File: config.mk
export PLATFORM = sky130hd
export DESIGN_NAME = mist_frame_trig
export DESIGN_NICKNAME = d
export VERILOG_FILES = /design/src/rtl/mist_frame_trig.sv
export SDC_FILE = /design/constraint.sdc
export NUM_CORES = 1
export LEC_CHECK = 0
export CAP_MARGIN = 10
export CORE_MARGIN = 5
export CORE_UTILIZATION = 55
export CTS_CLUSTER_DIAMETER = 40
export CTS_CLUSTER_SIZE = 20
export DETAILED_ROUTE_END_ITERATION = 8
export PLACE_DENSITY_LB_ADDON = 0.3
export REMOVE_ABC_BUFFERS = 1
export SYNTH_ARGS = -nofsm -noshare
export SYNTH_HDL_FRONTEND = slang
export SYNTH_SLANG_ARGS = --single-unit
File: constraint.sdc
create_clock -name clk -period 5.15 [get_ports clk]
set_clock_uncertainty 0.1 [all_clocks]
set_input_delay 1.03 -clock clk [delete_from_list [all_inputs] [get_ports clk]]
set_output_delay 1.03 -clock clk [all_outputs]
set_load 0.1 [all_outputs]
File: src/rtl/mist_frame_trig.sv
// Frame trigger for the waveform-dump controller: counts VGA_VS falling edges
// after a ROM download, opens a dump window and raises a sticky finish request.
//
// Ports:
//   clk         system clock
//   rst_n       asynchronous active-low reset
//   VGA_VS      vertical sync, sampled on clk
//   downloading ROM download in progress; holds the block idle
//   frame_cnt   frames completed since the last download ended
//   vs_fall     one-cycle pulse per VGA_VS falling edge
//   dump_en     dump window active
//   finish_req  sticky request to end the simulation
//   trig_st     0 IDLE, 1 ARMED, 2 DUMPING, 3 DONE
module mist_frame_trig #(
    parameter int unsigned START_FRAME  = 0,
    parameter int unsigned DUMP_FRAMES  = 0,
    parameter int unsigned FINISH_FRAME = 0,
    parameter int unsigned CNTW         = 32
) (
    input  logic            clk,
    input  logic            rst_n,
    input  logic            VGA_VS,
    input  logic            downloading,
    output logic [CNTW-1:0] frame_cnt,
    output logic            vs_fall,
    output logic            dump_en,
    output logic            finish_req,
    output logic [1:0]      trig_st
);

    typedef enum logic [1:0] {
        ST_IDLE    = 2'd0,
        ST_ARMED   = 2'd1,
        ST_DUMPING = 2'd2,
        ST_DONE    = 2'd3
    } state_e;

    localparam logic [CNTW-1:0] START_C  = CNTW'(START_FRAME);
    localparam logic [CNTW-1:0] DUMP_C   = CNTW'(DUMP_FRAMES);
    localparam logic [CNTW-1:0] FINISH_C = CNTW'(FINISH_FRAME);

    state_e          state_q, state_d;
    logic            vs_q1, vs_q2, vs_fall_q;
    logic [CNTW-1:0] frame_q, frame_d;
    logic [CNTW-1:0] dump_cnt_q, dump_cnt_d, dump_cnt_inc;
    logic            dump_en_q, dump_en_d;
    logic            finish_q, finish_d;

    // Sync samples reset high so the first low sample after reset is a real fall.
    always_ff @(posedge clk or negedge rst_n) begin
        if (!rst_n) begin
            vs_q1     <= 1'b1;
            vs_q2     <= 1'b1;
            vs_fall_q <= 1'b0;
        end else begin
            vs_q1     <= VGA_VS;
            vs_q2     <= vs_q1;
            vs_fall_q <= vs_q2 & ~vs_q1;
        end
    end

    // State register.
    always_ff @(posedge clk or negedge rst_n) begin
        if (!rst_n) begin
            state_q <= ST_IDLE;
        end else begin
            state_q <= state_d;
        end
    end

    // Counters and registered outputs.
    always_ff @(posedge clk or negedge rst_n) begin
        if (!rst_n) begin
            frame_q    <= '0;
            dump_cnt_q <= '0;
            dump_en_q  <= 1'b0;
            finish_q   <= 1'b0;
        end else begin
            frame_q    <= frame_d;
            dump_cnt_q <= dump_cnt_d;
            dump_en_q  <= dump_en_d;
            finish_q   <= finish_d;
        end
    end

    // Next-state logic; decisions use the pre-increment frame count.
    always_comb begin
        state_d      = state_q;
        frame_d      = frame_q;
        dump_cnt_d   = dump_cnt_q;
        finish_d     = finish_q;
        dump_cnt_inc = dump_cnt_q + CNTW'(1);

        if (downloading) begin
            // Download overrides any pending frame edge.
            state_d    = ST_IDLE;
            frame_d    = '0;
            dump_cnt_d = '0;
        end else if (state_q == ST_IDLE) begin
            state_d = ST_ARMED;
        end else if (vs_fall_q) begin
            frame_d = frame_q + CNTW'(1);
            if (FINISH_FRAME != 0 && frame_q == FINISH_C) begin
                finish_d = 1'b1;
            end
            case (state_q)
                ST_ARMED: begin
                    if (frame_q == START_C) begin
                        state_d    = ST_DUMPING;
                        dump_cnt_d = '0;
                    end
                end
                ST_DUMPING: begin
                    dump_cnt_d = dump_cnt_inc;
                    if (DUMP_FRAMES != 0 && dump_cnt_inc == DUMP_C) begin
                        state_d = ST_DONE;
                    end
                end
                default: begin
                end
            endcase
        end

        dump_en_d = (state_d == ST_DUMPING);
    end

    assign frame_cnt  = frame_q;
    assign vs_fall    = vs_fall_q;
    assign dump_en    = dump_en_q;
    assign finish_req = finish_q;
    assign trig_st    = state_q;

endmodule
==> results of run 1 <==
cell families after synthesis:
family,Yosys count,share of synthesized area
AO/OA/AOI/OAI,52,0.166
XOR/XNOR,9,0.0389
adder cells (fa/ha/maj),2,0.0124
buffers and inverters,16,0.0352
flip-flops,38,0.471
other,1,0.00185
AND/OR/NAND/NOR,92,0.275
cell usage after synthesis (all sizes together), types with 2 or more instances:
| master | number |
|---|---|
| a21oi | 23 |
| o21a | 2 |
| nor3 | 2 |
| dfstp | 2 |
| buf | 2 |
| and3 | 3 |
| and2 | 4 |
| xnor2 | 3 |
| nand4 | 13 |
| clkbuf | 6 |
| o21ai | 9 |
| ha | 2 |
| o31ai | 13 |
| nand2 | 13 |
| xor2 | 6 |
| nand3 | 8 |
| nor4 | 5 |
| dfrtp | 36 |
| and4 | 2 |
| inv | 8 |
| or4 | 16 |
| nor4b | 2 |
| nor2 | 11 |
| or3 | 9 |
where the power goes:
part           internal (uW)  total, uW  switching, uW
logic                   9.58       46.3           36.7
clock network            108        218            109
registers                302        306           4.01
total                    420        570            150
cell usage in the layout (no fill, tap or decap), drive strengths merged, types with 6 or more instances in the layout:
master / instances
clkdlybuf4s50: 38
nand2: 13
or4: 16
o31ai: 13
or3: 9
dfrtp: 36
nand4: 13
o21ai: 9
nor2: 11
inv: 8
clkbuf: 7
xor2: 6
a21oi: 23
nand3: 8
final timing paths:
kind,from,end,cells past startpoint
max,frame_cnt[2]$_DFFE_PN0P_,frame_cnt[2],1
max in group asynchronous,rst_n,frame_cnt[18]$_DFFE_PN0P_,1
min,vs_q1$_DFF_PN1_,vs_q2$_DFF_PN1_,0
min reg2reg,vs_q1$_DFF_PN1_,vs_q2$_DFF_PN1_,0
max reg2reg,frame_cnt[0]$_DFFE_PN0P_,frame_cnt[28]$_DFFE_PN0P_,5
min in group asynchronous,rst_n,frame_cnt[24]$_DFFE_PN0P_,1
registers in the layout, summed over array words and instances, names as in the netlist:
register / cells
frame_cnt: 32
trig_st: 2
dump_en: 1
vs_fall: 1
vs_q1: 1
vs_q2: 1
metrics by stage:
stage               cell area, um2  instances  setup slack (ns)
floorplan                     1980        202              2.42
global placement              2440        290              1.94
detailed placement            2440        290              1.90
CTS                           2530        298              2.03
global route                  2530        298              1.98
finish                        2530        298              2.03
cell type report:
cell class                 instances  area, um2  area share
timing repair buffer              40        393       0.155
multi-input combinational        156       1000       0.396
tap                               48       60.1      0.0238
clock buffer                       7       86.3      0.0341
sequential                        38        953       0.377
clock inverter                     1       5.00     0.00198
inverter                           8       30.0      0.0119
layer usage:
metal  global-route usage  vias to the layer above  routed length [um]
li1                     -                      878                   -
met2                0.317                       50                2410
met5                    0                        -                   0
met3               0.0483                       10                 244
met4               0.0772                        0                  88
met1                0.294                      877                2200
==> flow_summary.json, run 1 <==
{
  "layout.nets": 255,
  "outcome": "finished, final reports clean",
  "die_w_um": 70.7,
  "worstSkewPairLatency_ns": 0.30,
  "dieArea_um2": 5000,
  "die_h_um": 70.7,
  "critical_path_class": "reg2out",
  "synth.area.top_cells": "dfrtp_1 (44%), a21oi_1 (5.7%), or4_1 (5.2%)",
  "syn_inst": 210,
  "path_cells": "clkdlybuf4s50_1",
  "yosysTopAreaCellShare": 0.445,
  "clockRootBuffer": "clkbuf_8",
  "setup_viol_count_final": 0,
  "synth_edf_count": 0,
  "ys.flop_type": "dfrtp_1",
  "setup-tns-final_ns": 0,
  "drive_above_1_share": 0.0640,
  "yosysTopAreaCell": "dfrtp_1",
  "hold_viol": 0,
  "end_kind": "output pin",
  "first_pass_iters": 4,
  "syn_avg_cell_area_um2": 9.65,
  "cts.sinks": 38,
  "gr-usage-all-layers": 0.210,
  "leakagePower_uw": 0.000947,
  "cts_tree": "done",
  "clkTransAtPathRegs_ns": 0.08,
  "ys_types": 38,
  "core_area_um2": 3610,
  "grt_pass1_vias": 1688,
  "dp_hpwl_mm": 3.46,
  "antenna_found_initial": 0,
  "htreeDepth": 2,
  "timing.hold.ws_ns": 0.272,
  "synth_seq_area_share": 0.471,
  "grt_overflow_total": 0,
  "crit_buf_inv": 1,
  "n_antenna_cell": 0,
  "cp_slowest_cell": "clkdlybuf4s50_1",
  "ant_nets": 0,
  "cts_buffers": 5,
  "initial_core_util": 0.562,
  "grt_max_degree": 39,
  "drtIter0Drc": 179,
  "gp_congestion": 0.791,
  "area_growth_pct": 24.8,
  "numPortBuffers": 39,
  "drv_cap": 0,
  "critPathMaxFanout": 8,
  "post_cts_buffers": 0,
  "fin_util": 0.701,
  "yosysWarnings": 0,
  "drc": 0,
  "slew_headroom": 0.336,
  "timing.final.crit_period_ns": 3.12,
  "fill_cells": 289,
  "cp.required_ns": 4.02,
  "startpoint_type": "register",
  "ios": 41,
  "hp-class": "reg2reg",
  "grt_pass1_wl_mm": 8.36,
  "ir_drop_v": 0.000156,
  "fmaxAchievable_mhz": 321,
  "cp.arrival_ns": 1.99,
  "finalCritPeriodShare": 0.605,
  "grt_setup_unrepaired": "no",
  "async_flop_share": 1.00,
  "cellPowerDensity_nw_per_um2": 225,
  "slew_viol_final": 0,
  "placementRows": 22,
  "routed_via_density": 6.09,
  "cpPeakStageDelay_ns": 1.19,
  "synth_seq_cells": 38,
  "worstMarginPinSlew_ns": 0.992,
  "cts_resized": 0,
  "r2r_slack_ns": 2.95,
  "drt_wl_total_mm": 4.94,
  "total_power_uw": 570,
  "vias": 1815,
  "worst_path_dominant_cell_family": "buffers and inverters",
  "clockBufferDepth": 2,
  "post_drt_wl_per_cell_um": 16.6,
  "synth_area_um2": 2030,
  "holdBufCountCts": 0
}
Note: power is estimated with default switching activity, not from simulation.
==> run 2, diff against run 1 <==
--- a/config.mk
+++ b/config.mk
@@ -7,7 +7,7 @@
 export LEC_CHECK = 0
 export CAP_MARGIN = 10
 export CORE_MARGIN = 5
-export CORE_UTILIZATION = 55
+export CORE_UTILIZATION = 51
 export CTS_CLUSTER_DIAMETER = 40
 export CTS_CLUSTER_SIZE = 20
 export DETAILED_ROUTE_END_ITERATION = 8
==> constraint.sdc (replaced) <==
create_clock -name clk -period 3.2 [get_ports clk]
set_clock_uncertainty 0.1 [all_clocks]
set_input_delay 0.64 -clock clk [delete_from_list [all_inputs] [get_ports clk]]
set_output_delay 0.64 -clock clk [all_outputs]
set_load 0.1 [all_outputs]
==> run 2 against run 1 <==
Compared with the run above:
- clock power up 60%
- final cell count up 1.0%
- register-to-register slack worse by 2.0 ns
- critical path depth up 4
- via count up 4.0%
==> flow_summary.json, run 2 (synthesis gave the netlist of run 1 again) <==
{
  "final_common_cell": "buf_4",
  "slew_headroom": 0.438,
  "ios": 41,
  "grt_overflow_total": 0,
  "holdCritStartpoint": "vs_q1$_DFF_PN1_",
  "cp.required_ns": 3.32,
  "critical_path_class": "in2reg",
  "core_area_um2": 3910,
  "cp.arrival_ns": 2.41,
  "cts_buffers": 5,
  "cts_resized": 0,
  "clkTransAtPathRegs_ns": 0.08,
  "htreeDepth": 2,
  "largest_register_ffs": 32,
  "holdBufCountCts": 0,
  "n_antenna_cell": 0,
  "cts_tree": "done",
  "startpoint_type": "input pin",
  "slew_viol_final": 0,
  "finalCritPeriodShare": 0.715,
  "vias": 1887,
  "outcome": "finished, final reports clean",
  "min_to": "vs_q2$_DFF_PN1_",
  "drt_wl_total_mm": 4.99,
  "cpPeakStageDelay_ns": 0.54,
  "end_kind": "register",
  "fmaxAchievable_mhz": 437,
  "leakagePower_uw": 0.00102,
  "first_pass_iters": 4,
  "post_cts_buffers": 0,
  "grt_pass1_vias": 1701,
  "drive_above_1_share": 0.211,
  "drc": 0,
  "worst_path_dominant_cell_family": "buffers and inverters",
  "timing.hold.ws_ns": 0.268,
  "timing.rr.end": "frame_cnt[31]$_DFFE_PN0P_",
  "die_w_um": 73.0,
  "ir_drop_v": 0.000226,
  "cp_slowest_cell": "or4_1",
  "r2r_slack_ns": 0.99,
  "regArea_um2": 953,
  "whs_path_depth": 0,
  "layout.nets": 256,
  "reg2regPathDepth": 4,
  "grt_max_degree": 39,
  "antenna_found_initial": 0,
  "drv_cap": 0,
  "worstSkewPairLatency_ns": 0.30,
  "critPathMaxFanout": 17,
  "multiInputGateArea_um2": 1000,
  "ant_nets": 0,
  "routed_via_density": 6.27,
  "timing.final.crit_period_ns": 2.29,
  "r2r_start": "frame_cnt[15]$_DFFE_PN0P_",
  "grt_setup_unrepaired": "no",
  "final_cell_mix": "buf_4 (38), dfrtp_1 (36), a21oi_1 (23), or4_1 (14)",
  "fill_cells": 355,
  "placementRows": 23,
  "gp_congestion": 0.819,
  "hp-class": "reg2reg",
  "clockRootBuffer": "clkbuf_8",
  "drtIter0Drc": 187,
  "worstMarginPinSlew_ns": 0.843,
  "clockBufferDepth": 2,
  "setup-tns-final_ns": 0,
  "cellPowerDensity_nw_per_um2": 374,
  "setup_viol_count_final": 0,
  "numPortBuffers": 39,
  "path_cells": "clkdlybuf4s50_1 > buf_4 > o2111ai_4 > or4_1 > a21oi_1",
  "crit_buf_inv": 2,
  "post_drt_wl_per_cell_um": 16.6,
  "hold_viol": 0,
  "die_h_um": 73.0,
  "cts.sinks": 38,
  "initial_core_util": 0.518,
  "dp_hpwl_mm": 3.47,
  "area_growth_pct": 20.9,
  "grt_pass1_wl_mm": 8.25,
  "dieArea_um2": 5330,
  "gr-usage-all-layers": 0.201
}
[run 2: routing by layer]
metal	global-route usage	routed length (um)
met5	0	0
met4	0.0656	70
met3	0.0510	345
met2	0.302	2370
met1	0.284	2200
[run 2: power breakdown]
part,internal (uW),switching [uW],leakage [uW]
logic,14.7,59.1,0.000456
registers,486,6.74,0.000520
clock network,174,175,0.0000482
[run 2: layout make-up]
class / count / share of cell area
multi-input combinational: 156 / 0.409
sequential: 38 / 0.389
timing repair buffer: 41 / 0.127
clock buffer: 7 / 0.0353
tap: 50 / 0.0255
inverter: 8 / 0.0123
clock inverter: 1 / 0.00204
[run 2: worst max path at each step]
| stage | startpoint | end | cells past startpoint |
|---|---|---|---|
| after floorplan | frame_cnt[1]$_DFFE_PN0P_ | frame_cnt[28]$_DFFE_PN0P_ | 5 |
| after global placement | downloading | frame_cnt[31]$_DFFE_PN0P_ | 5 |
| after detailed placement | downloading | frame_cnt[31]$_DFFE_PN0P_ | 5 |
| after CTS | downloading | frame_cnt[31]$_DFFE_PN0P_ | 5 |
| after global routing | downloading | frame_cnt[29]$_DFFE_PN0P_ | 5 |
| final | downloading | frame_cnt[31]$_DFFE_PN0P_ | 5 |
[run 2: per-stage QoR]
step | instances | utilization | power (uW) | setup WS, ns | cell area, um2
detailed placement | 293 | 0.602 | 577 | 0.608 | 2360
CTS | 301 | 0.626 | 921 | 0.915 | 2450
finish | 301 | 0.626 | 916 | 0.913 | 2450
global route | 301 | 0.626 | 948 | 0.810 | 2450
global placement | 293 | 0.602 | 576 | 0.667 | 2360
floorplan | 202 | - | 545 | 0.475 | 1980
[run 2: worst reg2reg max path, delay by kind of cell, from the launching register on]
kind | cells | cell delay [ns]
flip-flops | 1 | 0.50
AND/OR/NAND/NOR | 3 | 1.36
AO/OA/AOI/OAI | 1 | 0.17
==> run 3, diff against run 2 <==
==> constraint.sdc (replaced) <==
create_clock -name clk -period 2.29 [get_ports clk]
set_clock_uncertainty 0.1 [all_clocks]
set_input_delay 0.458 -clock clk [delete_from_list [all_inputs] [get_ports clk]]
set_output_delay 0.458 -clock clk [all_outputs]
set_load 0.1 [all_outputs]
==> run 3 against run 2 <==
Compared with the run above:
- critical path depth is the same
- non-clock buffer count rose by 24
- final cell count rose by 8.0%
- first-iteration DRC count decreased by 37%
- register-to-register slack worse by 0.86 ns
- critical endpoint is now frame_cnt[28]$_DFFE_PN0P_
- highest routed layer unchanged
==> flow_summary.json, run 3 (synthesis gave the netlist of run 1 again) <==
{
  "ir_drop_v": 0.000363,
  "clockBufferDepth": 2,
  "placed_area_um2": 2540,
  "drive_above_1_share": 0.269,
  "finalCritPeriodShare": 0.941,
  "leakagePower_uw": 0.00114,
  "critPathMaxFanout": 6,
  "core_area_um2": 3910,
  "initial_core_util": 0.518,
  "worstSkewPairLatency_ns": 0.28,
  "final_area_um2": 2630,
  "final_common_cell": "buf_4",
  "grt_pass1_wl_mm": 9.18,
  "numPortBuffers": 39,
  "ant_nets": 0,
  "final_cell_mix": "buf_4 (60), dfrtp_1 (36), a21oi_1 (23), or4_1 (14)",
  "drtIter0Drc": 117,
  "drv_cap": 0,
  "area_growth_pct": 30.0,
  "post_drt_wl_per_cell_um": 16.2,
  "cts_tree": "done",
  "htreeDepth": 2,
  "dieArea_um2": 5330,
  "die_h_um": 73.0,
  "antenna_found_initial": 0,
  "critical_path_class": "reg2reg",
  "clkTransAtPathRegs_ns": 0.07,
  "cts.sinks": 38,
  "outcome": "finished, final reports clean",
  "reg2regPathDepth": 5,
  "timing.critical_path.to": "frame_cnt[28]$_DFFE_PN0P_",
  "drt_wl_total_mm": 5.25,
  "die_w_um": 73.0,
  "gr-usage-all-layers": 0.222,
  "first_pass_iters": 4,
  "hold_viol": 0,
  "timing.hold.ws_ns": 0.270,
  "placementRows": 23,
  "clockRootBuffer": "clkbuf_8",
  "drc": 0,
  "largest_register_ffs": 32,
  "end_kind": "register",
  "grt_pass1_vias": 1886,
  "grt_setup_unrepaired": "no",
  "timing.final.crit_period_ns": 2.16,
  "cp.required_ns": 2.41,
  "cts_buffers": 5,
  "holdCritStartpoint": "vs_q1$_DFF_PN1_",
  "hp-class": "reg2reg",
  "timing.rr.end": "frame_cnt[28]$_DFFE_PN0P_",
  "cellPowerDensity_nw_per_um2": 471,
  "cp.arrival_ns": 2.27,
  "layout.nets": 280,
  "r2r_start": "frame_cnt[1]$_DFFE_PN0P_",
  "post_cts_buffers": 0,
  "grt_overflow_total": 0,
  "n_antenna_cell": 0,
  "worstMarginPinSlew_ns": 0.519,
  "startpoint_type": "register",
  "vias": 1922,
  "routed_via_density": 5.91,
  "gp_congestion": 0.779,
  "ios": 41,
  "crit_start": "frame_cnt[1]$_DFFE_PN0P_",
  "setup_viol_count_final": 0,
  "dp_hpwl_mm": 3.93,
  "fmaxAchievable_mhz": 464,
  "grt_max_degree": 23,
  "r2r_slack_ns": 0.13,
  "slew_viol_final": 0,
  "slew_headroom": 0.652
}
## run 3: cell types whose count changed in the layout (fill, tap and decap cells not counted), sizes merged
cell,previous run,this run
dlygate4sd3,0,1
buf,39,62
clkbuf,7,8
clkinv,1,0
## run 3: worst min-delay path by stage
stage | end | slack, ns | depth (start not counted)
detailed placement | vs_q2$_DFF_PN1_ | 0.26 | 0
global route | vs_q2$_DFF_PN1_ | 0.28 | 0
floorplan | dump_en$_DFF_PN0_ | 0.06 | 0
global placement | vs_q2$_DFF_PN1_ | 0.26 | 0
CTS | vs_q2$_DFF_PN1_ | 0.27 | 0
finish | vs_q2$_DFF_PN1_ | 0.27 | 0
## run 3: per-stage QoR
step	power [uW]	utilization	cells	TNS, ns	setup WS, ns
6_report	1240	0.673	325	0	0.135
5_1_grt	1290	0.673	325	0	0.00412
4_1_cts	1260	0.673	325	0	0.138
3_5_place_dp	813	0.650	316	-0.0383	-0.0261
3_3_place_gp	812	0.650	316	0	0.0334
2_1_floorplan	761	-	202	-4.96	-0.435
## run 3: layout make-up
| class | instances | area (um2) |
|---|---|---|
| well taps | 50 | 62.6 |
| flip-flops and latches | 38 | 953 |
| multi-input cells | 156 | 1000 |
| repair buffers | 65 | 505 |
| clock buffers | 8 | 80.1 |
| fillers | 340 | 1280 |
| inverters | 8 | 30.0 |
## run 3: power breakdown
group | internal (uW) | switching (uW) | total, uW
Combinational | 26.5 | 86.3 | 113
Clock | 216 | 223 | 440
Sequential | 679 | 8.43 | 688
## run 3: timing repair
item / CTS / global route
hold endpoints to repair: 13 / 0
resized for setup: 0 / 0
hold buffers: 1 / 0
endpoints found under the setup margin: 0 / 0
## run 3: worst max-delay path, stage by stage, from the launching register on
cell and delay (ns):
dfrtp_1 0.43, ha_1 0.23, nand4_1 0.14, or4_4 0.55, or4_1 0.49, a21oi_1 0.15
## run 3: routing by layer
| metal | track usage | vias to the layer above | part of all wire |
|---|---|---|---|
| met1 | 0.321 | 943 | 0.46 |
| met3 | 0.0413 | 6 | 0.053 |
| met5 | 0 | - | 0 |
| li1 | - | 921 | - |
| met2 | 0.333 | 52 | 0.48 |
| met4 | 0.0779 | 0 | 0.0088 |
